$ cat src/rtl/oki_rom_cache_pkg.sv
// Shared constants and types for the OKI ADPCM ROM cache.
package oki_rom_cache_pkg;

    localparam int ROM_ADDR_WIDTH = 18;
    localparam int MEM_DATA_WIDTH = 16;
    localparam int DEFAULT_LINES  = 16;
    localparam int DEFAULT_BURST  = 4;

    // Cache controller states.
    typedef enum logic [1:0] {
        IDLE    = 2'd0,
        LOOKUP  = 2'd1,
        REQUEST = 2'd2,
        FILL    = 2'd3
    } state_t;

endpackage

$ cat src/rtl/oki_line_ram.sv
// Direct-mapped line data store: one full-line write port, asynchronous byte read.
module oki_line_ram
    import oki_rom_cache_pkg::*;
#(
    parameter int LINES = DEFAULT_LINES,
    parameter int BURST = DEFAULT_BURST,
    localparam int IDX_W     = $clog2(LINES),
    localparam int OFF_W     = $clog2(2 * BURST),
    localparam int LINE_BITS = 16 * BURST
) (
    input  logic                 clock,
    input  logic                 we,
    input  logic [IDX_W-1:0]     waddr,
    input  logic [LINE_BITS-1:0] wline,
    input  logic [IDX_W-1:0]     raddr,
    input  logic [OFF_W-1:0]     roff,
    output logic [7:0]           rbyte
);

    // Byte j of a line lives at bits [8*j +: 8].
    logic [LINE_BITS-1:0] mem [LINES];

    // Whole-line write; contents are only trusted behind the valid bits.
    // NOTE: data storage carries no reset; the valid bits gate every read.
    always_ff @(posedge clock) begin
        if (we) begin
            mem[waddr] <= wline;
        end
    end

    assign rbyte = mem[raddr][8 * int'(roff) +: 8];

endmodule

$ cat src/rtl/oki_rom_cache.sv
// Direct-mapped read cache between the OKI sound core and the SDRAM arbiter.
module oki_rom_cache
    import oki_rom_cache_pkg::*;
#(
    parameter int LINES = DEFAULT_LINES,
    parameter int BURST = DEFAULT_BURST
) (
    input  logic                      clock,
    input  logic                      reset,
    input  logic [ROM_ADDR_WIDTH-1:0] io_in_addr,
    output logic [7:0]                io_in_dout,
    output logic                      io_in_valid,
    output logic                      io_mem_rd,
    output logic [ROM_ADDR_WIDTH-1:0] io_mem_addr,
    input  logic                      io_mem_waitReq,
    input  logic                      io_mem_valid,
    input  logic [MEM_DATA_WIDTH-1:0] io_mem_dout
);

    localparam int OFF_W     = $clog2(2 * BURST);
    localparam int IDX_W     = $clog2(LINES);
    localparam int TAG_W     = ROM_ADDR_WIDTH - OFF_W - IDX_W;
    localparam int CNT_W     = $clog2(BURST) + 1;
    localparam int LINE_BITS = 16 * BURST;

    state_t                    state, state_next;
    logic [ROM_ADDR_WIDTH-1:0] addr_a;
    logic                      hit;
    logic [CNT_W-1:0]          word_cnt;
    logic [LINES-1:0]          line_valid;
    logic [TAG_W-1:0]          tag_mem [LINES];
    logic [LINE_BITS-1:0]      line_buf;
    logic [LINE_BITS-1:0]      line_next;
    logic [7:0]                ram_byte;

    // Fields of the latched address A.
    logic [OFF_W-1:0] a_off;
    logic [IDX_W-1:0] a_idx;
    logic [TAG_W-1:0] a_tag;
    assign a_off = addr_a[OFF_W-1:0];
    assign a_idx = addr_a[OFF_W +: IDX_W];
    assign a_tag = addr_a[ROM_ADDR_WIDTH-1 -: TAG_W];

    logic addr_changed, lookup_hit, last_word, fill_done;
    assign addr_changed = (io_in_addr != addr_a);
    assign lookup_hit   = line_valid[a_idx] && (tag_mem[a_idx] == a_tag);
    assign last_word    = (word_cnt == CNT_W'(BURST - 1));
    assign fill_done    = (state == FILL) && io_mem_valid && last_word;

    // State register.
    // NOTE: sequential state uses non-blocking assignments so every flop samples pre-edge values.
    always_ff @(posedge clock or negedge reset) begin
        if (!reset) begin
            state <= IDLE;
        end else begin
            state <= state_next;
        end
    end

    // Next-state logic.
    // NOTE: every combinational output gets a default first so no latch is inferred.
    always_comb begin
        state_next = state;
        case (state)
            IDLE:    if (addr_changed || !hit) state_next = LOOKUP;
            LOOKUP:  state_next = lookup_hit ? IDLE : REQUEST;
            REQUEST: if (!io_mem_waitReq) state_next = FILL;
            FILL:    if (io_mem_valid && last_word) state_next = LOOKUP;
            default: state_next = IDLE;
        endcase
    end

    // FSM outputs: read strobe and the live-address valid qualifier.
    always_comb begin
        io_mem_rd   = (state == REQUEST);
        io_in_valid = (state == IDLE) && hit && !addr_changed;
    end

    // The request address is derived from A, which cannot change in REQUEST.
    assign io_mem_addr = {addr_a[ROM_ADDR_WIDTH-1:OFF_W], {OFF_W{1'b0}}};

    // Merge the incoming big-endian word into the line being assembled.
    always_comb begin
        line_next = line_buf;
        line_next[16 * int'(word_cnt) +: 16] = {io_mem_dout[7:0], io_mem_dout[15:8]};
    end

    // Control datapath: latched address, hit flag, word counter, output byte, valid bits.
    always_ff @(posedge clock or negedge reset) begin
        if (!reset) begin
            addr_a     <= '0;
            hit        <= 1'b0;
            word_cnt   <= '0;
            io_in_dout <= '0;
            line_valid <= '0;
        end else begin
            case (state)
                IDLE: begin
                    if (addr_changed || !hit) begin
                        addr_a <= io_in_addr;
                        hit    <= 1'b0;
                    end
                end
                LOOKUP: begin
                    if (lookup_hit) begin
                        io_in_dout <= ram_byte;
                        hit        <= 1'b1;
                    end
                end
                REQUEST: begin
                    if (!io_mem_waitReq) word_cnt <= '0;
                end
                FILL: begin
                    if (io_mem_valid) begin
                        word_cnt <= word_cnt + 1'b1;
                        if (last_word) begin
                            line_valid[a_idx] <= 1'b1;
                            addr_a            <= io_in_addr;
                        end
                    end
                end
                default: ;
            endcase
        end
    end

    // Tags and the assembly buffer are qualified by valid bits and need no reset.
    always_ff @(posedge clock) begin
        if (state == FILL && io_mem_valid) begin
            line_buf <= line_next;
        end
        if (fill_done) begin
            tag_mem[a_idx] <= a_tag;
        end
    end

    oki_line_ram #(
        .LINES (LINES),
        .BURST (BURST)
    ) u_line_ram (
        .clock (clock),
        .we    (fill_done),
        .waddr (a_idx),
        .wline (line_next),
        .raddr (a_idx),
        .roff  (a_off),
        .rbyte (ram_byte)
    );

endmodule

$ cat config.mk
export PLATFORM = sky130hd
export DESIGN_NAME = oki_rom_cache
export DESIGN_NICKNAME = d
export VERILOG_FILES = /design/src/rtl/oki_rom_cache_pkg.sv /design/src/rtl/oki_line_ram.sv /design/src/rtl/oki_rom_cache.sv
export SDC_FILE = /design/constraint.sdc
export NUM_CORES = 1
export LEC_CHECK = 0
export BUFFER_PORTS_ARGS = -buffer_cell sky130_fd_sc_hd__buf_2
export CAP_MARGIN = 20
export CORE_MARGIN = 3
export CORE_UTILIZATION = 38
export DETAILED_ROUTE_END_ITERATION = 8
export HOLD_SLACK_MARGIN = 0.06
export RECOVER_POWER = 100
export SLEW_MARGIN = 20
export SYNTH_ARGS = -nofsm -noshare
export SYNTH_HDL_FRONTEND = slang
export SYNTH_SLANG_ARGS = --single-unit
$ cat constraint.sdc
create_clock -name clock -period 17.6 [get_ports clock]
set_input_delay 2.64 -clock clock [delete_from_list [all_inputs] [get_ports clock]]
set_output_delay 2.64 -clock clock [all_outputs]
set_load 0.02 [all_outputs]
==> results.ini, run 1 <==
[power_and_ir_drop]
power.internal_uw=6260
pwr-share-seq_pct=42.4
ir_drop_uv=96.9
switchingPower_uw=2700
power_density_nw_per_um2=155
p_clk_share_pct=30.4
p_leak_uw=0.0183
combPwrFrac_pct=27.3
p_sw_share_pct=30.1

[logic_synthesis]
synthTopCellsByArea=edfxtp_1 74%, mux4_2 11%, mux2i_1 2.9%, mux2_2 2.4%, dfrtp_1 2.3%
synth_compound_area_share_pct=2.74
synth_top_area_cell=edfxtp_1
synthAdderAreaFrac_pct=0.219
yosysSeqAreaShare_pct=76.1
ys_types=61
syn_inst=2402
synth-seq-cells=1312
yosysTopAreaCellShare_pct=73.7
synth_xor_area_share_pct=0.579
synth_mux_area_share_pct=17.0
synth_warnings=0
synth_top_family_by_area=multiplexers
synth_ff_type=edfxtp_1
syn_avg_cell_area_um2=21.4
synth-edff-count=1264
yosys.area_share.simple_pct=1.56
async_flop_share_pct=3.66
netlist_area_um2=51500

[cells_and_area]
antennaDiodeCount=0
nets=2566
mostFrequentLayoutCell=edfxtp_1
fin_cells=4394
layout_common_cells=1264 x edfxtp_1, 261 x mux4_2, 148 x mux2i_1
nFillCells=11400
area_growth_syn_to_layout_pct=12.0
drive_gt1_share_pct=22.8
post-route-util_pct=43.0

[worst_setup_path]
reg2reg_slack_ns=6.06
start_kind=flop
worstPathMaxFanout=44
cp-startpoint=addr_a[3]
timing.rr.start=addr_a[3]
cp_data_arrival_time_ns=11.81
slowest_delay_ns=2.57
critical_path_class=flop to flop
cp-end-kind=flop
crit_chain=clkbuf_1 > nand2_1 > nor2_1 > clkbuf_1 > clkbuf_1
crit_required_ns=17.87
cp_slowest_cell=clkbuf_1
crit_top_cell=clkbuf_1
r2r_cells=5

[clock_tree]
cts_buffer_depth=3
cts_tree=yes
cts_hold_buf=0
post_cts_buffers=0
cts_buffers=130
cts_root_buf=clkbuf_16
cts.sinks=1312
clk_pin_slew_ns=0.06
cts_htree_levels=4
clkLatencyLatePin_ns=0.75
cts-resized-gates=0

[detailed_routing]
routed_wirelength_um=127000
routedWlPerCell_um=28.9
vias=25100
drc=0
ant_nets=0
first_pass_iters=5
drtIter0Drc=2390
via_per_inst=5.72

[sta]
finalCriticalPeriod_ns=11.54
max_slew_margin_pct=-213
hold_violations=0
setup_viol=0
timing.final.ws_setup_ns=6.06
skew_ns=0.0197
tns_ns=0
rsz0062_at_grt=no
slew_violations=1358
fin_crit_sh_pct=65.6
fmax_mhz=86.6
tightest_slew_ns=4.69

[status]
violations=capacitance limit, slew limit
status=finished with violations

[min_path]
hold_path_startpoint=line_valid[0]
worstHoldPathCells=1
min_path_type=flop to flop

[floorplan]
dieArea_um2=140000
ios=66
die_h_um=374
row_count=134
initial_core_util_pct=38.4
core-area_um2=134000
die_x_um=374

[placement]
port_buffers=62
gp_congestion=0.746
dpl.cell_count=4154
dp_hpwl_um=65700
dp_slack_ns=10.35

[global_route]
grt_max_degree=119
grt_pass1_wl_um=185000
grt_pass1_vias=25900
grt_overflow=0
track_usage_pct=18.1
antenna_found_initial=3

[flow_run]
maxCapViolations=44

==> stage by stage <==
stage / total power [uW] / hold WS, ns / cell area [um2]
2_1_floorplan: 5640 / 0.434 / 51500
3_3_place_gp: 6290 / 0.445 / 53800
3_5_place_dp: 6340 / 0.449 / 53800
4_1_cts: 9060 / 0.467 / 58000
5_1_grt: 9330 / 0.486 / 57600
6_report: 8950 / 0.464 / 57600
==> sequential cells by signal, indices dropped and copies added, names as in the netlist <==
register,cells
word_cnt,3
state,2
hit,1
addr_a,18
line_buf,64
tag_mem,176
io_in_dout,8
line_valid,16
u_line_ram.mem,1024
==> critical path: cells and delay by family, from the launching register on <==
family / cells / cell delay (ns)
AND/OR/NAND/NOR: 2 / 1.45
buffers and inverters: 3 / 7.63
flip-flops: 1 / 1.84
==> cell usage after synthesis, types with 2 or more instances <==
master / count
xor2_1: 18
a21oi_1: 47
o211ai_1: 10
buf_4: 41
a2111oi_0: 10
nand3_1: 15
ha_1: 9
nor4_1: 3
buf_1: 7
mux2_4: 8
or2_2: 20
nand4_1: 3
and2_1: 2
nor3_1: 9
a221oi_1: 14
xnor2_1: 16
clkbuf_1: 42
o22ai_1: 24
inv_1: 12
buf_2: 40
o21ai_0: 26
nand2_1: 34
or3_1: 4
nand2b_1: 13
buf_12: 3
a311oi_1: 3
nor2b_1: 4
nor2_1: 41
o2bb2ai_1: 2
mux4_2: 261
mux2i_1: 148
nand3b_1: 2
buf_6: 12
a211oi_1: 8
or4_1: 2
o221ai_1: 37
dfrtp_1: 48
mux2_2: 110
a31oi_1: 9
edfxtp_1: 1264
==> power by group through the flow <==
stage / logic (uW) / clock network, uW / registers [uW]
after detailed placement: 2480 / 0 / 3860
after global routing: 2610 / 2910 / 3810
final: 2440 / 2720 / 3800
after global placement: 2440 / 0 / 3850
after CTS: 2480 / 2780 / 3790
after floorplan: 1850 / 0 / 3790
==> path summary, 6_finish.rpt <==
kind                                     endpoint
setup / recovery           u_line_ram.mem[11][23]
hold / removal                      line_valid[0]
setup reg to reg           u_line_ram.mem[11][23]
hold reg to reg                     line_valid[0]
max in group asynchronous               addr_a[6]
min in group asynchronous               addr_a[8]
==> layout make-up <==
| cell class | instances | area [um2] | area share (%) |
|---|---|---|---|
| clock buffers | 177 | 3610 | 6.26 |
| clock inverters | 62 | 578 | 1.00 |
| inverters | 14 | 52.6 | 0.0912 |
| multi-input cells | 932 | 11400 | 19.7 |
| flip-flops and latches | 1312 | 39200 | 68.0 |
| well taps | 1768 | 2210 | 3.84 |
| repair buffers | 129 | 649 | 1.13 |
==> layer usage <==
metal | up-vias | wire [um] | share of wire, % | track usage [%]
li1 | 10300 | - | - | -
met1 | 13700 | 53500 | 42 | 25.1
met2 | 999 | 62500 | 49 | 29.8
met3 | 193 | 8310 | 6.6 | 3.06
met4 | 2 | 2500 | 2.0 | 4.89
met5 | - | 13 | 0.010 | 0
==> cells by family after synthesis <==
group / count (synthesis)
and+or+nand+nor: 157
adders and majority gates: 9
xor gates and xnor gates: 34
buffers and inverters: 160
AOI/OAI and AO/OA: 201
other: 1
DFF: 1312
muxes: 528
(Power assumes the default switching activity.)
==> run 2: changes to the inputs <==
clock period = 10.1 ns   (was 17.6 ns; I/O delays follow)
==> results.ini, run 2 (same netlist as run 1, synthesis figures left out) <==
[status]
status=finished with violations
violations=capacitance limit, slew limit

[detailed_routing]
ant_nets=0
drc=0
drtIter0Drc=2464
routedWlPerCell_um=28.6
via_per_inst=5.63
first_pass_iters=8
vias=24700
routed_wirelength_um=126000

[global_route]
antenna_found_initial=4
grt_max_degree=111
grt_pass1_vias=25700
track_usage_pct=17.9
grt_pass1_wl_um=181000
grt_overflow=0

[cells_and_area]
mostFrequentLayoutCell=edfxtp_1
multiInputGateArea_um2=11400
drive_gt1_share_pct=23.3
nets=2562
post-route-util_pct=43.1
nFillCells=11300
area_growth_syn_to_layout_pct=12.1
register_area_um2=39200
antennaDiodeCount=0
top_regs=u_line_ram.mem (1024), tag_mem (176), line_buf (64)
layout_common_cells=1264 x edfxtp_1, 261 x mux4_2, 148 x mux2i_1
largest_register_ffs=1024
top_register=u_line_ram.mem

[clock_tree]
cts_htree_levels=4
cts.sinks=1312
cts-resized-gates=0
cts_buffer_depth=3
cts_tree=yes
cts_root_buf=clkbuf_16
cts_buffers=130
clk_pin_slew_ns=0.06
clkLatencyLatePin_ns=0.75
cts_hold_buf=0
post_cts_buffers=0

[worst_setup_path]
cp_data_arrival_time_ns=7.81
slowest_delay_ns=1.91
worstPathMaxFanout=55
reg2reg_slack_ns=2.91
cp_top_family=buffers and inverters
crit_chain=clkbuf_1 > buf_4 > mux2_2 > o22ai_1 > or3_1 > xnor2_1 > o41ai_2 > nand4_1 > nor2_8 > mux2_1
critical_path_buf_inv_count=2
start_kind=flop
crit_required_ns=10.72
critical_path_class=flop to flop
cp_slowest_cell=clkbuf_1
cp-end-kind=flop

[placement]
gp_congestion=0.777
dp_hpwl_um=65900
port_buffers=62

[floorplan]
core-area_um2=134000
die_x_um=374
ios=66
die_h_um=374
row_count=134
initial_core_util_pct=38.4
dieArea_um2=140000

[power_and_ir_drop]
power_density_nw_per_um2=270
p_leak_uw=0.0184
ir_drop_uv=241

[sta]
finalCriticalPeriod_ns=7.19
fin_crit_sh_pct=71.2
rsz0062_at_grt=no
max_slew_margin_pct=-161
fmax_mhz=139
tightest_slew_ns=3.91
tns_ns=0
skew_ns=0.0243
slew_violations=722
setup_viol=0
hold_violations=0

[flow_run]
maxCapViolations=25

[min_path]
min_path_type=flop to flop

-- run 2: worst paths after layout --
check	depth (start not counted)	endpoint	start
setup reg to reg	10	io_in_dout[2]	addr_a[6]
setup / recovery	10	io_in_dout[2]	addr_a[6]
min in group asynchronous	2	addr_a[12]	reset
hold reg to reg	1	line_valid[14]	line_valid[14]
max in group asynchronous	2	addr_a[0]	reset
hold / removal	1	line_valid[14]	line_valid[14]
-- run 2: layout make-up --
class,instances,share of cell area (%)
flip-flops and latches,1312,67.9
multi-input cells,932,19.8
clock buffers,177,6.29
well taps,1768,3.83
repair buffers,125,1.21
clock inverters,56,0.926
inverters,14,0.0911
-- run 2: stage by stage --
stage          total power [uW]  cells  setup WS [ns]  instance area (um2)  hold slack [ns]
2_1_floorplan              9830   2404           4.19                51500            0.434
3_3_place_gp              11000   4151           5.13                53800            0.446
3_5_place_dp              11000   4151           5.09                53800            0.457
4_1_cts                   15700   4384           5.17                57900            0.474
5_1_grt                   16200   4384           2.50                57700            0.483
6_report                  15600   4384           2.91                57700            0.466
-- run 2: routing by layer --
| metal | track usage (%) | vias to the layer above | part of all wire (%) |
|---|---|---|---|
| li1 | - | 10200 | - |
| met5 | 0 | - | 0.046 |
| met1 | 24.2 | 13400 | 42 |
| met4 | 6.65 | 8 | 3.1 |
| met2 | 28.7 | 891 | 48 |
| met3 | 3.84 | 214 | 6.8 |
-- run 2: power by group --
| group | total [uW] | leakage (uW) | switching, uW | internal (uW) |
|---|---|---|---|---|
| Sequential | 6700 | 0.0120 | 302 | 6390 |
| Clock | 4720 | 0.00203 | 2010 | 2710 |
| Combinational | 4130 | 0.00434 | 2370 | 1760 |
| Total | 15600 | 0.0184 | 4690 | 10900 |
